===== config.mk =====
export PLATFORM = sky130hd
export DESIGN_NAME = drv_deadtime_gate
export DESIGN_NICKNAME = d
export VERILOG_FILES = /design/src/rtl/drv_deadtime_gate_pkg.sv /design/src/rtl/drv_deadtime_gate_dt_leg.sv /design/src/rtl/drv_deadtime_gate.sv
export SDC_FILE = /design/constraint.sdc
export NUM_CORES = 1
export LEC_CHECK = 0
export CORE_MARGIN = 2
export CORE_UTILIZATION = 50
export CTS_BUF_LIST = sky130_fd_sc_hd__clkbuf_4 sky130_fd_sc_hd__clkbuf_8
export CTS_CLUSTER_SIZE = 30
export DETAILED_ROUTE_END_ITERATION = 16
export GPL_TIMING_DRIVEN = 1
export PLACE_DENSITY_LB_ADDON = 0.05
export SYNTH_ARGS = -nofsm -noshare
export SYNTH_HDL_FRONTEND = slang
export SYNTH_SLANG_ARGS = --single-unit
export TNS_END_PERCENT = 1

===== constraint.sdc =====
create_clock -name clk -period 3.05 [get_ports clk]
set_clock_uncertainty 0.05 [all_clocks]
set_input_delay 0.61 -clock clk [delete_from_list [all_inputs] [get_ports clk]]
set_output_delay 0.61 -clock clk [all_outputs]
set_load 0.005 [all_outputs]

===== src/rtl/drv_deadtime_gate_pkg.sv =====
// Shared types and defaults for the dead-time gate stage: leg state encoding,
// default sizing constants and the effective dead-time clamp.
package drv_deadtime_gate_pkg;

  typedef enum logic [2:0] {
    OFF    = 3'd0,
    DEAD_H = 3'd1,
    HI     = 3'd2,
    DEAD_L = 3'd3,
    LO     = 3'd4
  } leg_state_t;

  localparam int DEF_DT_BITS    = 8;
  localparam int DEF_MIN_DT     = 2;
  localparam int DEF_OCD_FILTER = 4;

  function automatic int unsigned dt_clamp(input int unsigned dt, input int unsigned min_dt);
    return (dt < min_dt) ? min_dt : dt;
  endfunction

endpackage


===== src/rtl/drv_deadtime_gate_dt_leg.sv =====
// One half-bridge leg: registers its command, walks OFF/DEAD/HI/LO and holds
// both gates low for exactly dt_eff cycles per transition; no backpressure.
module dt_leg
  import drv_deadtime_gate_pkg::*;
#(
  parameter int DT_BITS = DEF_DT_BITS
) (
  input  logic               clk,
  input  logic               rst,
  input  logic               force_off,
  input  logic               cmd,
  input  logic [DT_BITS-1:0] dt_eff,
  output logic               hi,
  output logic               lo
);

  leg_state_t         state, state_nxt;
  logic [DT_BITS-1:0] cnt, cnt_nxt;
  logic               cmd_q;

  always_ff @(posedge clk) begin
    if (rst) begin
      state <= OFF;
      cnt   <= '0;
      cmd_q <= 1'b0;
    end else begin
      state <= state_nxt;
      cnt   <= cnt_nxt;
      cmd_q <= cmd;
    end
  end

  // Every entry into a dead state reloads the counter, so a reversal can only lengthen the gap.
  always_comb begin
    state_nxt = state;
    cnt_nxt   = cnt;
    if (force_off) begin
      state_nxt = OFF;
      cnt_nxt   = '0;
    end else begin
      case (state)
        OFF: begin
          state_nxt = cmd_q ? DEAD_H : DEAD_L;
          cnt_nxt   = dt_eff;
        end
        LO: begin
          if (cmd_q) begin
            state_nxt = DEAD_H;
            cnt_nxt   = dt_eff;
          end
        end
        HI: begin
          if (!cmd_q) begin
            state_nxt = DEAD_L;
            cnt_nxt   = dt_eff;
          end
        end
        DEAD_H: begin
          if (!cmd_q) begin
            state_nxt = DEAD_L;
            cnt_nxt   = dt_eff;
          end else if (cnt <= DT_BITS'(1)) begin
            state_nxt = HI;
            cnt_nxt   = '0;
          end else begin
            cnt_nxt = cnt - DT_BITS'(1);
          end
        end
        DEAD_L: begin
          if (cmd_q) begin
            state_nxt = DEAD_H;
            cnt_nxt   = dt_eff;
          end else if (cnt <= DT_BITS'(1)) begin
            state_nxt = LO;
            cnt_nxt   = '0;
          end else begin
            cnt_nxt = cnt - DT_BITS'(1);
          end
        end
        default: begin
          state_nxt = OFF;
          cnt_nxt   = '0;
        end
      endcase
    end
  end

  always_comb begin
    hi = (state == HI);
    lo = (state == LO);
  end

endmodule


===== src/rtl/drv_deadtime_gate.sv =====
// Two-leg dead-time gate driver with optional latched overcurrent shutdown
// (DRV_DEADTIME_OCD_EN); gates follow commands after 1+dt_eff cycles, no backpressure.
module drv_deadtime_gate
  import drv_deadtime_gate_pkg::*;
#(
  parameter int DT_BITS    = DEF_DT_BITS,
  parameter int MIN_DT     = DEF_MIN_DT,
  parameter int OCD_FILTER = DEF_OCD_FILTER
) (
  input  logic               clk,
  input  logic               rst,
  input  logic               en,
  input  logic               drv0_cmd,
  input  logic               drv1_cmd,
  input  logic [DT_BITS-1:0] deadtime,
  input  logic               ocd_in,
  input  logic               ocd_clr,
  output logic               drv0_hi,
  output logic               drv0_lo,
  output logic               drv1_hi,
  output logic               drv1_lo,
  output logic               fault
);

  logic [DT_BITS-1:0] dt_eff;
  logic               fault_nxt;
  logic               force_off;

  assign dt_eff = DT_BITS'(dt_clamp(32'(deadtime), 32'(MIN_DT)));

`ifdef DRV_DEADTIME_OCD_EN
  localparam int OCW = $clog2(OCD_FILTER + 1);

  logic           ocd_meta, ocd_sync;
  logic [OCW-1:0] ocd_cnt;
  logic           fault_q;
  logic           trip;

  always_ff @(posedge clk) begin
    if (rst) begin
      ocd_meta <= 1'b0;
      ocd_sync <= 1'b0;
      ocd_cnt  <= '0;
      fault_q  <= 1'b0;
    end else begin
      ocd_meta <= ocd_in;
      ocd_sync <= ocd_meta;
      if (!ocd_sync)
        ocd_cnt <= '0;
      else if (ocd_cnt != OCW'(OCD_FILTER))
        ocd_cnt <= ocd_cnt + OCW'(1);
      fault_q <= fault_nxt;
    end
  end

  // Trip on the cycle the run length reaches OCD_FILTER; a trip overrides a clear.
  assign trip = ocd_sync && (ocd_cnt >= OCW'(OCD_FILTER - 1));

  always_comb begin
    fault_nxt = fault_q;
    if (trip)
      fault_nxt = 1'b1;
    else if (ocd_clr && !ocd_sync)
      fault_nxt = 1'b0;
  end

  assign fault = fault_q;
`else
  logic unused_ocd;
  assign unused_ocd = ocd_in ^ ocd_clr ^ (OCD_FILTER > 0);
  assign fault_nxt  = 1'b0;
  assign fault      = 1'b0;
`endif

  // Next-state fault gates the legs so outputs drop on the same edge fault rises.
  assign force_off = ~en | fault_nxt;

  dt_leg #(.DT_BITS(DT_BITS)) u_leg0 (
    .clk       (clk),
    .rst       (rst),
    .force_off (force_off),
    .cmd       (drv0_cmd),
    .dt_eff    (dt_eff),
    .hi        (drv0_hi),
    .lo        (drv0_lo)
  );

  dt_leg #(.DT_BITS(DT_BITS)) u_leg1 (
    .clk       (clk),
    .rst       (rst),
    .force_off (force_off),
    .cmd       (drv1_cmd),
    .dt_eff    (dt_eff),
    .hi        (drv1_hi),
    .lo        (drv1_lo)
  );

endmodule

# [Yosys cells after proc, flatten, opt, wreduce, memory -nomap -nowiden]
# Index checks and enable logic that the tools add are counted.
[op_classes] add_sub_neg=2 magnitude_cmp=3 n_eq_ne=16 muxes=29 bitwise_logic=1 n_reduce_logical=7
[op_table] op="8-bit 2-to-1 mux" count=11
[op_table] op="8-bit case mux with 5 select lines" count=2
[op_table] op="3-bit 2-to-1 mux" count=12
[op_table] op="3-bit case mux with 5 select lines" count=2
[op_table] op="8-bit by 1-bit less-or-equal comparator with 1-bit output, second input constant" count=2
[op_table] op="8-bit by 1-bit subtractor with 8-bit output, second input constant" count=2
[op_table] op="3-bit by 2-bit equality test with 1-bit output, second input constant" count=4
[op_table] op="8-bit by 2-bit < comparator with 1-bit output, second input constant" count=1
[op_table] op="4-bit AND reduction" count=2
[op_table] op="3-bit by 1-bit equality test with 1-bit output, second input constant" count=2
[op_table] op="3-bit equality test, second input constant" count=2
[op_table] op="3-bit zero test" count=2
[op_table] op="3-bit by 1-bit != test with 1-bit output, second input constant" count=2
[op_table] op="3-bit != test, second input constant" count=2
[op_table] op="2-bit 2-to-1 mux" count=2
[op_table] op="2-bit by 1-bit != test with 1-bit output, second input constant" count=2
[op_table] op="2-bit != test, second input constant" count=2
[op_table] op="2-bit AND reduction" count=2
[op_table] op="2-bit OR reduction" count=1
[op_table] op="1-bit inverter" count=1
[word_totals] register_bits=24 out_inout_bits=5 word_cells=64

# [Longest topological paths before layout]
# Gate-level depths: netlist of the first run.
[depth] depth_word=4 depth_mapped=7 mapped_depth_nobuf=6

# [Modules after synthesis]
# Synthesis of the first run repeated with hierarchy kept, for this count alone.
[hier_totals] hier_cells=198 area_unflattened_um2=1700.4
[modules_own_cells] module="dt_leg" instances=2 cells_each=92 area_per_inst_um2=813.3 seq_area_each_um2=240.2
[modules_own_cells] module="drv_deadtime_gate" instances=1 cells_each=14 area_per_inst_um2=73.8 seq_area_each_um2=0.0

# [Worst setup path before layout of the first run]
# OpenSTA, ideal clock, no wires.
[synth_path] path_kind="flip-flop to flip-flop" start="register u_leg1.cnt[4]" end="register u_leg1.cnt[1]" setup_time_ns=0.134 t_arrival_ns=1.645 path_slack_ns=1.221 stages_incl_launch_ff=6 path_buffers=1 period_less_slack_ns=1.829 cell_sequence="dfxtp_1 > or3_4 > or4_4 > buf_2 > a32oi_1 > a21oi_1"
[synth_via] elab_chain_len=4
[synth_rtl] item="start, declared" line="drv_deadtime_gate_dt_leg.sv:18" rtl="logic [DT_BITS-1:0] cnt, cnt_nxt;"
[synth_rtl] item="start signal, assigned" line="drv_deadtime_gate_dt_leg.sv:28" rtl="cnt <= cnt_nxt;"
[synth_rtl] item="8-bit by 1-bit less-or-equal comparator with 1-bit output (*)" line="drv_deadtime_gate_dt_leg.sv:62, drv_deadtime_gate_dt_leg.sv:73"
[synth_rtl] item="8-bit 2-to-1 mux (*)" line="drv_deadtime_gate_dt_leg.sv:62, drv_deadtime_gate_dt_leg.sv:73"
[synth_rtl] item="8-bit 2-to-1 mux, on equally long branches" line="drv_deadtime_gate_dt_leg.sv:70, drv_deadtime_gate_dt_leg.sv:59"
[synth_rtl] item="8-bit case mux with 5 select lines (*)" line="drv_deadtime_gate_dt_leg.sv:41" rtl="case (state)"
# Mark *: on every way between the ends. The rest lies on a longest branch, timed or not.
# A chain may end at the register's enable or synchronous reset.

# [Final worst setup path of the first run]
[layout_path] start="register u_leg0.state[1]" end="output drv0_hi"
[layout_via] elab_chain_len=1
[layout_rtl] item="start, declared" line="drv_deadtime_gate_dt_leg.sv:17" rtl="leg_state_t state, state_nxt;"
[layout_rtl] item="start signal, assigned" line="drv_deadtime_gate_dt_leg.sv:27" rtl="state <= state_nxt;"
[layout_rtl] item="3-bit by 2-bit equality test with 1-bit output" line="drv_deadtime_gate_dt_leg.sv:89" rtl="hi = (state == HI);"
[layout_rtl] item="end, declared" line="drv_deadtime_gate.sv:18" rtl="output logic drv0_hi,"
# No other way between the ends.

==> results of run 1 <==
## cell families after synthesis
| family | count (synthesis) | synth area share [%] |
|---|---|---|
| multiplexers | 2 | 1.35 |
| AO/OA/AOI/OAI | 55 | 26.1 |
| XOR/XNOR | 2 | 1.12 |
| buffers and inverters | 23 | 6.77 |
| adder cells (fa/ha/maj) | 4 | 3.19 |
| AND/OR/NAND/NOR | 85 | 30.7 |
| other | 1 | 0.239 |
| flip-flops | 24 | 30.6 |
## worst max-delay path, cell delays in order, from the launching register on
cell	delay, ns
dfxtp_1	0.50
inv_1	0.11
nor3_1	0.19
clkdlybuf4s50_1	0.52
## routing by layer
| layer | global-route usage [%] | vias to the layer above |
|---|---|---|
| met5 | 0 | - |
| li1 | - | 758 |
| met3 | 2.81 | 2 |
| met4 | 7.30 | 0 |
| met1 | 27.4 | 707 |
| met2 | 38.5 | 25 |
## final cells by class
| type | count | area, sq um |
|---|---|---|
| Fill cell | 301 | 1270 |
| Multi-Input combinational cell | 149 | 983 |
| Sequential cell | 24 | 480 |
| Timing Repair Buffer | 18 | 175 |
| Tap cell | 44 | 55.1 |
| Inverter | 10 | 37.5 |
| Clock buffer | 3 | 22.5 |
## power by group through the flow
stage	logic, mW	clock network [mW]	registers [mW]
4_1_cts	0.144	0.145	0.355
3_3_place_gp	0.140	0	0.360
3_5_place_dp	0.144	0	0.362
5_1_grt	0.163	0.159	0.359
6_report	0.145	0.137	0.356
2_1_floorplan	0.117	0	0.347
## worst paths after layout
path | endpoint | slack, ns | cells past startpoint
worst min-delay path | u_leg0.cnt[7] | 0.50 | 1
worst max-delay path | drv0_hi | 0.76 | 3
worst max register to register | u_leg0.cnt[3] | 1.02 | 4
worst min register to register | u_leg0.cnt[7] | 0.50 | 1
## state kept, by name, summed over array words and instances (netlist names)
name,count
u_leg0.cnt,8
u_leg1.cnt,8
u_leg1.cmd_q,1
u_leg1.state,3
u_leg0.state,3
u_leg0.cmd_q,1
## synth_stat cells (4+ instances only)
cell,number
a21oi_1,8
a31oi_1,4
a32oi_1,4
buf_2,6
clkbuf_1,4
dfxtp_1,24
ha_1,4
inv_1,10
nand2_1,18
nand3_1,15
nor2_1,8
nor2b_1,5
nor3_1,10
nor4_1,5
o211ai_1,10
o21a_1,5
o21ai_0,4
## through the flow
| step | instance area, sq um | setup WS, ns |
|---|---|---|
| floorplan | 1570 | 1.22 |
| global placement | 1730 | 0.601 |
| detailed placement | 1730 | 0.587 |
| CTS | 1750 | 0.744 |
| global route | 1750 | 0.633 |
| finish | 1750 | 0.756 |
==> run_results.csv, run 1 <==
group,metric,value,unit
synthesis,ys.flop_type,"dfxtp_1",
critical_path,crit_start,"u_leg0.state[1]",
cts,post-cts-setup-buffer-count,0,
drt,drt_iter0_markers,136,
synthesis,synth_area_per_cell,8.01,sq um
cts,cts_resized,0,
synthesis,synth_top_area_share,30.6,%
critical_path,critPathLaunchType,"register",
finish,mostFrequentLayoutCells,"dfxtp_1 (24), nand2_1 (18), clkdlybuf4s50_1 (16)",
finish,final_common_cell,"dfxtp_1",
power_and_ir_drop,switchingPower,0.194,mW
sta,rsz0062_at_grt,"no",
critical_path,worstPathRequired,2.39,ns
cts,worstSkewPairLatency,0.31,ns
drt,top_layer,"met4",
critical_path,r2r-start,"u_leg0.state[2]",
finish,n_antenna_cell,0,
critical_path,worstPathArrival,1.63,ns
synthesis,ys_ff_latch,24,
global_route,antenna_found_initial,0,
finish,stdcell_count,248,
sta,fmax,436,MHz
die,start_util,51.9,%
die,dieHeight,60.0,microns
cts,cts_hold_buf,0,
drt,via_per_inst,6.02,
cts,clk_pin_slew,0.12,ns
synthesis,synth_edf_count,0,
drt,first_pass_iters,4,
synthesis,ys_types,50,
power_and_ir_drop,seq_power_share,55.9,%
run_status,status,"completed",
cts,cts-root-buf,"clkbuf_4",
power_and_ir_drop,clockPowerShare,21.4,%
finish,fin_util,57.9,%
sta,hold_ws,0.502,ns
sta,slew_headroom,50.4,%
synthesis,synth-seq-area-share,30.6,%
drt,dr_wl_met3,76,microns
synthesis,synth_fp_nets,215,
sta,setup_violations,0,
synthesis,synth_cells,196,
critical_path,worstSetupPathType,"register to output pin",
drt,drcViolationCount,0,
drt,routed_wl,3590,microns
drt,wl_per_cell,14.5,microns
sta,min_period_over_period,75.2,%
power_and_ir_drop,p_sw_share,30.5,%
die,top_level_ports,20,
placed_design,portBuffers,16,
flow_run,cap_violations,0,
die,die_width,60.0,microns
critical_path,cp-end-kind,"output pin",
power_and_ir_drop,power.internal,0.443,mW
die,rows,20,
cts,cts_sinks,24,
critical_path,crit_path_max_fanout,9,
finish,layout.nets,225,
finish,synthToLayoutAreaGrowth,11.7,%
sta,setup_tns,0,ns
synthesis,syn_area,1570,sq um
cts,htreeDepth,1,
synthesis,ys_warn_count,0,
drt,met2_length,1760,microns
global_route,grt_usage,21.9,%
synthesis,netlist_top_cells_area,"dfxtp_1 (31%), nand3_1 (4.8%), o211ai_1 (4.8%), nand2_1 (4.3%), ha_1 (3.2%)",
drt,postRouteAntennaNets,0,
sta,period_needed,2.29,ns
sta,tightest_slew,0.743,ns
synthesis,synthArstFlopShare,0,%
cts,numCtsBuffers,3,
cts,tritoncts,"done",
die,die_area,3600,sq um
sta,hold_viol,0,
drt,vias,1492,
synthesis,yosysTopAreaCell,"dfxtp_1",
global_route,grt_pass1_vias,1385,
die,core_area,3030,sq um
global_route,grt_overflow,0,
min_path,hold_path_class,"register to register",
placed_design,detailed_place_hpwl,2660,microns
power_and_ir_drop,finalPower,0.638,mW
placed_design,dp.cells,245,
power_and_ir_drop,irDropWorstVdd,0.176,mV
drt,wirelength_met1,1740,microns
finish,drive_gt1_share,7.84,%
min_path,holdCritStartpoint,"u_leg0.cnt[7]",
global_route,grt_first_pass_wirelength,6080,microns
cts,clockBufferDepth,2,
power_and_ir_drop,combinationalPowerShare,22.7,%
placed_design,gp_congestion,0.865,
power_and_ir_drop,cellLeakagePower,0.607,nW
sta,final_max_slew_viol_count,0,
power_and_ir_drop,powerDensity,363,nW/um^2
global_route,grt_max_degree,14,
(Power assumes the default switching activity.)
==> run 2: changes to the inputs <==
- clock period: 3.05 -> 2.3 ns (I/O delays scaled with it)
==> run 2 against run 1 <==
Hold slack got worse by 0.014 ns. Critical endpoint is now drv1_hi. Largest cell class unchanged. Sequential share of layout area decreased by 0.80 points. Count of clock-buffer cells in the layout increased by 1. Sequential power increased by 33%. Routed wire length decreased by 2.2%. Critical path depth unchanged. Total power increased by 41%. Die area unchanged.
==> run_results.csv, run 2 (synthesized netlist as in run 1, its figures left out) <==
group,metric,value,unit
run_status,status,"completed",
min_path,whs_endpoint,"u_leg0.cnt[2]",
placed_design,placed_area,1770,sq um
global_route,antenna_found_initial,0,
critical_path,critical-path-top-delay-family,"buffers and inverters",
drt,drt_iter0_markers,125,
cts,cts_hold_buf,0,
critical_path,worstPathRequired,1.79,ns
finish,final_common_cell,"dfxtp_1",
power_and_ir_drop,irDropWorstVdd,0.253,mV
sta,setup_violations,0,
drt,via_per_inst,5.95,
critical_path,r2r-start,"u_leg1.cnt[4]",
die,core_area,3030,sq um
drt,postRouteAntennaNets,0,
global_route,grt_usage,22.3,%
power_and_ir_drop,power.internal,0.629,mW
critical_path,worst_path_max_delay_cell,"dfxtp_1",
drt,routed_wl,3510,microns
min_path,holdCritStartpoint,"u_leg0.cnt[2]",
power_and_ir_drop,cellLeakagePower,0.643,nW
cts,cts_sinks,24,
critical_path,cp_slowest_stage_delay,0.54,ns
power_and_ir_drop,powerDensity,497,nW/um^2
die,top_level_ports,20,
critical_path,r2r_end,"u_leg1.state[1]",
critical_path,r2r_cells,4,
sta,tightest_slew,0.626,ns
finish,fillers,306,
critical_path,worstSetupPathType,"register to output pin",
sta,hold_viol,0,
finish,biggestRegsByFlops,"u_leg0.cnt (8), u_leg1.cnt (8)",
critical_path,critPathLaunchType,"register",
sta,slew_headroom,58.1,%
placed_design,detailed_place_hpwl,2650,microns
die,rows,20,
power_and_ir_drop,switchingPower,0.272,mW
global_route,grt_max_degree,14,
critical_path,worstPathArrival,1.60,ns
global_route,grt_pass1_vias,1394,
critical_path,cp_num_buf_inv,2,
cts,tritoncts,"done",
finish,drive_gt1_share,11.4,%
power_and_ir_drop,combinationalPowerShare,21.9,%
die,start_util,51.9,%
critical_path,cp-end-kind,"output pin",
sta,final_max_slew_viol_count,0,
drt,wl_per_cell,13.8,microns
finish,final_area,1810,sq um
drt,vias,1511,
cts,numCtsBuffers,3,
finish,layout.nets,230,
die,die_area,3600,sq um
global_route,grt_overflow,0,
min_path,hold_depth,2,
die,dieHeight,60.0,microns
cts,worstSkewPairLatency,0.32,ns
min_path,hold_path_class,"register to register",
critical_path,worst-r2r-setup-slack,0.29,ns
drt,drcViolationCount,0,
cts,cts-root-buf,"clkbuf_4",
drt,first_pass_iters,4,
global_route,grt_first_pass_wirelength,6210,microns
cts,htreeDepth,1,
sta,period_needed,2.11,ns
cts,clk_pin_slew,0.15,ns
sta,min_period_over_period,91.9,%
finish,n_antenna_cell,0,
cts,clockBufferDepth,2,
finish,synthToLayoutAreaGrowth,15.4,%
die,die_width,60.0,microns
sta,fmax,473,MHz
power_and_ir_drop,p_sw_share,30.2,%
flow_run,cap_violations,0,
placed_design,portBuffers,16,
sta,setup_tns,0,ns
sta,rsz0062_at_grt,"no",
power_and_ir_drop,seq_power_share,52.3,%
finish,mostFrequentLayoutCells,"dfxtp_1 (23), nand2_1 (18), clkdlybuf4s50_1 (16)",
critical_path,crit_chain,"inv_1 -> nor3_1 -> clkdlybuf4s50_1",
power_and_ir_drop,clockPowerShare,25.8,%
placed_design,gp_congestion,0.881,
critical_path,crit_path_max_fanout,10,
run 2: how the worst max path moves through the flow:
| stage | depth (start not counted) | to | slack (ns) | from |
|---|---|---|---|---|
| 6_report | 3 | drv1_hi | 0.19 | u_leg1.state[1] |
| 5_1_grt | 3 | drv1_hi | 0.04 | u_leg1.state[1] |
| 4_1_cts | 2 | drv0_lo | 0.11 | u_leg0.state[2] |
| 3_5_place_dp | 6 | u_leg1.cnt[2] | 0.08 | rst |
| 3_3_place_gp | 6 | u_leg1.cnt[2] | 0.14 | rst |
| 2_1_floorplan | 5 | u_leg1.cnt[1] | 0.47 | u_leg1.cnt[4] |
run 2: timing repair:
action,in CTS,in global routing
gates resized for setup,0,2
endpoints found under the setup margin,0,2
setup buffers,0,0
run 2: metrics by stage:
stage	util (%)	power, mW	setup WS, ns	hold WS [ns]	cells
after global routing	59.8	0.958	0.0358	0.521	254
after CTS	59.6	0.909	0.115	0.493	254
after global placement	58.4	0.670	0.138	0.461	250
after floorplan	-	0.615	0.471	0.428	196
final	59.8	0.901	0.187	0.489	254
after detailed placement	58.4	0.676	0.0826	0.457	250
run 2: layer usage:
| layer | up-vias | routed length, microns | global-route usage (%) |
|---|---|---|---|
| met4 | 0 | 35 | 7.62 |
| met5 | - | 0 | 0 |
| met3 | 4 | 88 | 2.60 |
| met1 | 716 | 1630 | 30.7 |
| li1 | 768 | - | - |
| met2 | 23 | 1760 | 36.0 |
run 2: layout make-up:
cell class / instances / area (sq um) / share of cell area, %
repair buffers: 23 / 213 / 11.7
flip-flops and latches: 24 / 482 / 26.6
well taps: 44 / 55.1 / 3.04
clock buffers: 4 / 36.3 / 2.00
multi-input cells: 149 / 988 / 54.6
inverters: 10 / 37.5 / 2.07
run 2: worst reg2reg max path: stages (launching register included):
cell and delay [ns]:
dfxtp_1 0.39, or3_4 0.42, or4_4 0.58, and2_1 0.19, o221a_2 0.28
run 2: power groups by stage:
stage               Clock, mW  Sequential (mW)  Combinational [mW]
finish                  0.232            0.472               0.197
global route            0.259            0.477               0.222
CTS                     0.241            0.470               0.198
detailed placement          0            0.480               0.197
global placement            0            0.478               0.192
floorplan                   0            0.460               0.156
==> run 3: changes to the inputs <==
- CORE_ASPECT_RATIO: unset -> 0.8
==> run 3 against run 2 <==
Worst setup slack improved by 0.026 ns. Critical path type unchanged. Non-clock buffer count unchanged. Via count rose by 1.7%. First-iteration DRC count fell by 13%. Count of clock-buffer cells in the layout decreased by 1. Hold slack worse by 0.0049 ns.
==> run_results.csv, run 3 (synthesized netlist as in run 1, its figures left out) <==
group,metric,value,unit
drt,postRouteAntennaNets,0,
die,rows,18,
drt,vias,1536,
cts,cts_hold_buf,0,
global_route,grt_max_degree,14,
critical_path,cp_slowest_stage_delay,0.53,ns
sta,rsz0062_at_grt,"no",
critical_path,worstSetupPathType,"register to output pin",
global_route,grt_usage,22.2,%
finish,final_common_cell,"dfxtp_1",
sta,slew_headroom,57.2,%
finish,n_antenna_cell,0,
die,core_area,3040,sq um
cts,numCtsBuffers,3,
finish,biggestRegsByFlops,"u_leg0.cnt (8), u_leg1.cnt (8)",
power_and_ir_drop,combinationalPowerShare,21.7,%
global_route,grt_use_met1,29.9,%
critical_path,critPathLaunchType,"register",
power_and_ir_drop,powerDensity,509,nW/um^2
die,start_util,51.6,%
sta,setup_tns,0,ns
die,die_width,66.7,microns
cts,cts-root-buf,"clkbuf_8",
min_path,hold_path_class,"register to register",
cts,worstSkewPairLatency,0.27,ns
drt,drt_iter0_markers,109,
run_status,status,"completed",
drt,via_per_inst,6.17,
critical_path,worstPathRequired,1.79,ns
placed_design,gp_congestion,0.860,
global_route,antenna_found_initial,0,
drt,wl_per_cell,14.9,microns
power_and_ir_drop,cellLeakagePower,0.640,nW
power_and_ir_drop,p_sw_share,29.4,%
cts,clk_pin_slew,0.08,ns
drt,drcViolationCount,0,
power_and_ir_drop,power.internal,0.648,mW
sta,hold_viol,0,
placed_design,detailed_place_hpwl,2750,microns
die,die_area,3610,sq um
die,top_level_ports,20,
sta,setup_violations,0,
drt,routed_wl,3700,microns
global_route,grt_pass1_vias,1400,
power_and_ir_drop,clockPowerShare,26.9,%
cts,htreeDepth,1,
finish,fin_util,59.4,%
critical_path,worst_path_max_delay_cell,"clkdlybuf4s50_1",
flow_run,cap_violations,0,
global_route,grt_first_pass_wirelength,6120,microns
global_route,grt.busiest_layer,"met2",
power_and_ir_drop,seq_power_share,51.3,%
sta,period_needed,2.09,ns
cts,tritoncts,"done",
global_route,grt_overflow,0,
sta,tightest_slew,0.639,ns
critical_path,crit_path_max_fanout,9,
cts,post-cts-setup-buffer-count,0,
critical_path,crit_chain,"inv_1 -> nor3_1 -> clkdlybuf4s50_1",
die,dieHeight,54.1,microns
critical_path,worstPathArrival,1.58,ns
global_route,met3_usage,6.07,%
global_route,groute.layer.met2.usage,36.8,%
finish,synthToLayoutAreaGrowth,15.0,%
critical_path,critical-path-top-delay-family,"buffers and inverters",
sta,min_period_over_period,90.7,%
finish,mostFrequentLayoutCells,"dfxtp_1 (24), nand2_1 (18), clkdlybuf4s50_1 (16)",
finish,drive_gt1_share,10.0,%
finish,layout.nets,230,
power_and_ir_drop,irDropWorstVdd,0.284,mV
critical_path,cp_num_buf_inv,2,
sta,fmax,479,MHz
sta,worst_slack,0.213,ns
cts,cts_sinks,24,
cts,cts_resized,0,
cts,clockBufferDepth,2,
drt,first_pass_iters,4,
sta,final_max_slew_viol_count,0,
critical_path,cp-end-kind,"output pin",
placed_design,portBuffers,16,
power_and_ir_drop,switchingPower,0.270,mW
placed_design,pre_cts_ws,0.212,ns
run 3: cell count changes in the layout (fill, tap and decap cells not counted), sizes merged:
cell,before,now
clkbuf,4,3
run 3: metrics by stage:
| stage | hold WS [ns] | cell area, sq um | instances | power [mW] |
|---|---|---|---|---|
| finish | 0.484 | 1810 | 249 | 0.918 |
| global route | 0.517 | 1810 | 249 | 0.981 |
| CTS | 0.486 | 1810 | 249 | 0.927 |
| detailed placement | 0.472 | 1760 | 246 | 0.678 |
| global placement | 0.463 | 1760 | 246 | 0.670 |
| floorplan | 0.428 | 1570 | 196 | 0.615 |
run 3: cell type report:
cell class | instances | area (sq um)
Multi-Input combinational cell | 149 | 983
Clock buffer | 3 | 41.3
Inverter | 10 | 37.5
Timing Repair Buffer | 23 | 213
Tap cell | 40 | 50.0
Sequential cell | 24 | 480
Fill cell | 302 | 1230
run 3: power groups by stage:
| stage | registers, mW | clock network, mW | logic [mW] |
|---|---|---|---|
| 3_5_place_dp | 0.480 | 0 | 0.198 |
| 3_3_place_gp | 0.478 | 0 | 0.192 |
| 5_1_grt | 0.476 | 0.281 | 0.224 |
| 2_1_floorplan | 0.460 | 0 | 0.156 |
| 4_1_cts | 0.470 | 0.257 | 0.199 |
| 6_report | 0.471 | 0.247 | 0.200 |
run 3: metal layers:
metal  vias to the layer above  part of all wire, %
met1                       720                   50
met3                         2                  5.8
met4                         0                 0.38
met2                        38                   44
met5                         -                    0
li1                        776                    -
run 3: worst min-delay path, cell delays in order, from the launching register on:
cell and delay [ns]:
dfxtp_1 0.35, nand2_1 0.07, a31oi_1 0.07
run 3: final timing paths:
check / endpoint / startpoint / cells past startpoint / slack (ns)
min reg2reg: u_leg1.cnt[0] / u_leg1.cnt[0] / 2 / 0.48
min: u_leg1.cnt[0] / u_leg1.cnt[0] / 2 / 0.48
max: drv0_hi / u_leg0.state[1] / 3 / 0.21
max reg2reg: u_leg1.state[1] / u_leg1.cnt[4] / 4 / 0.27
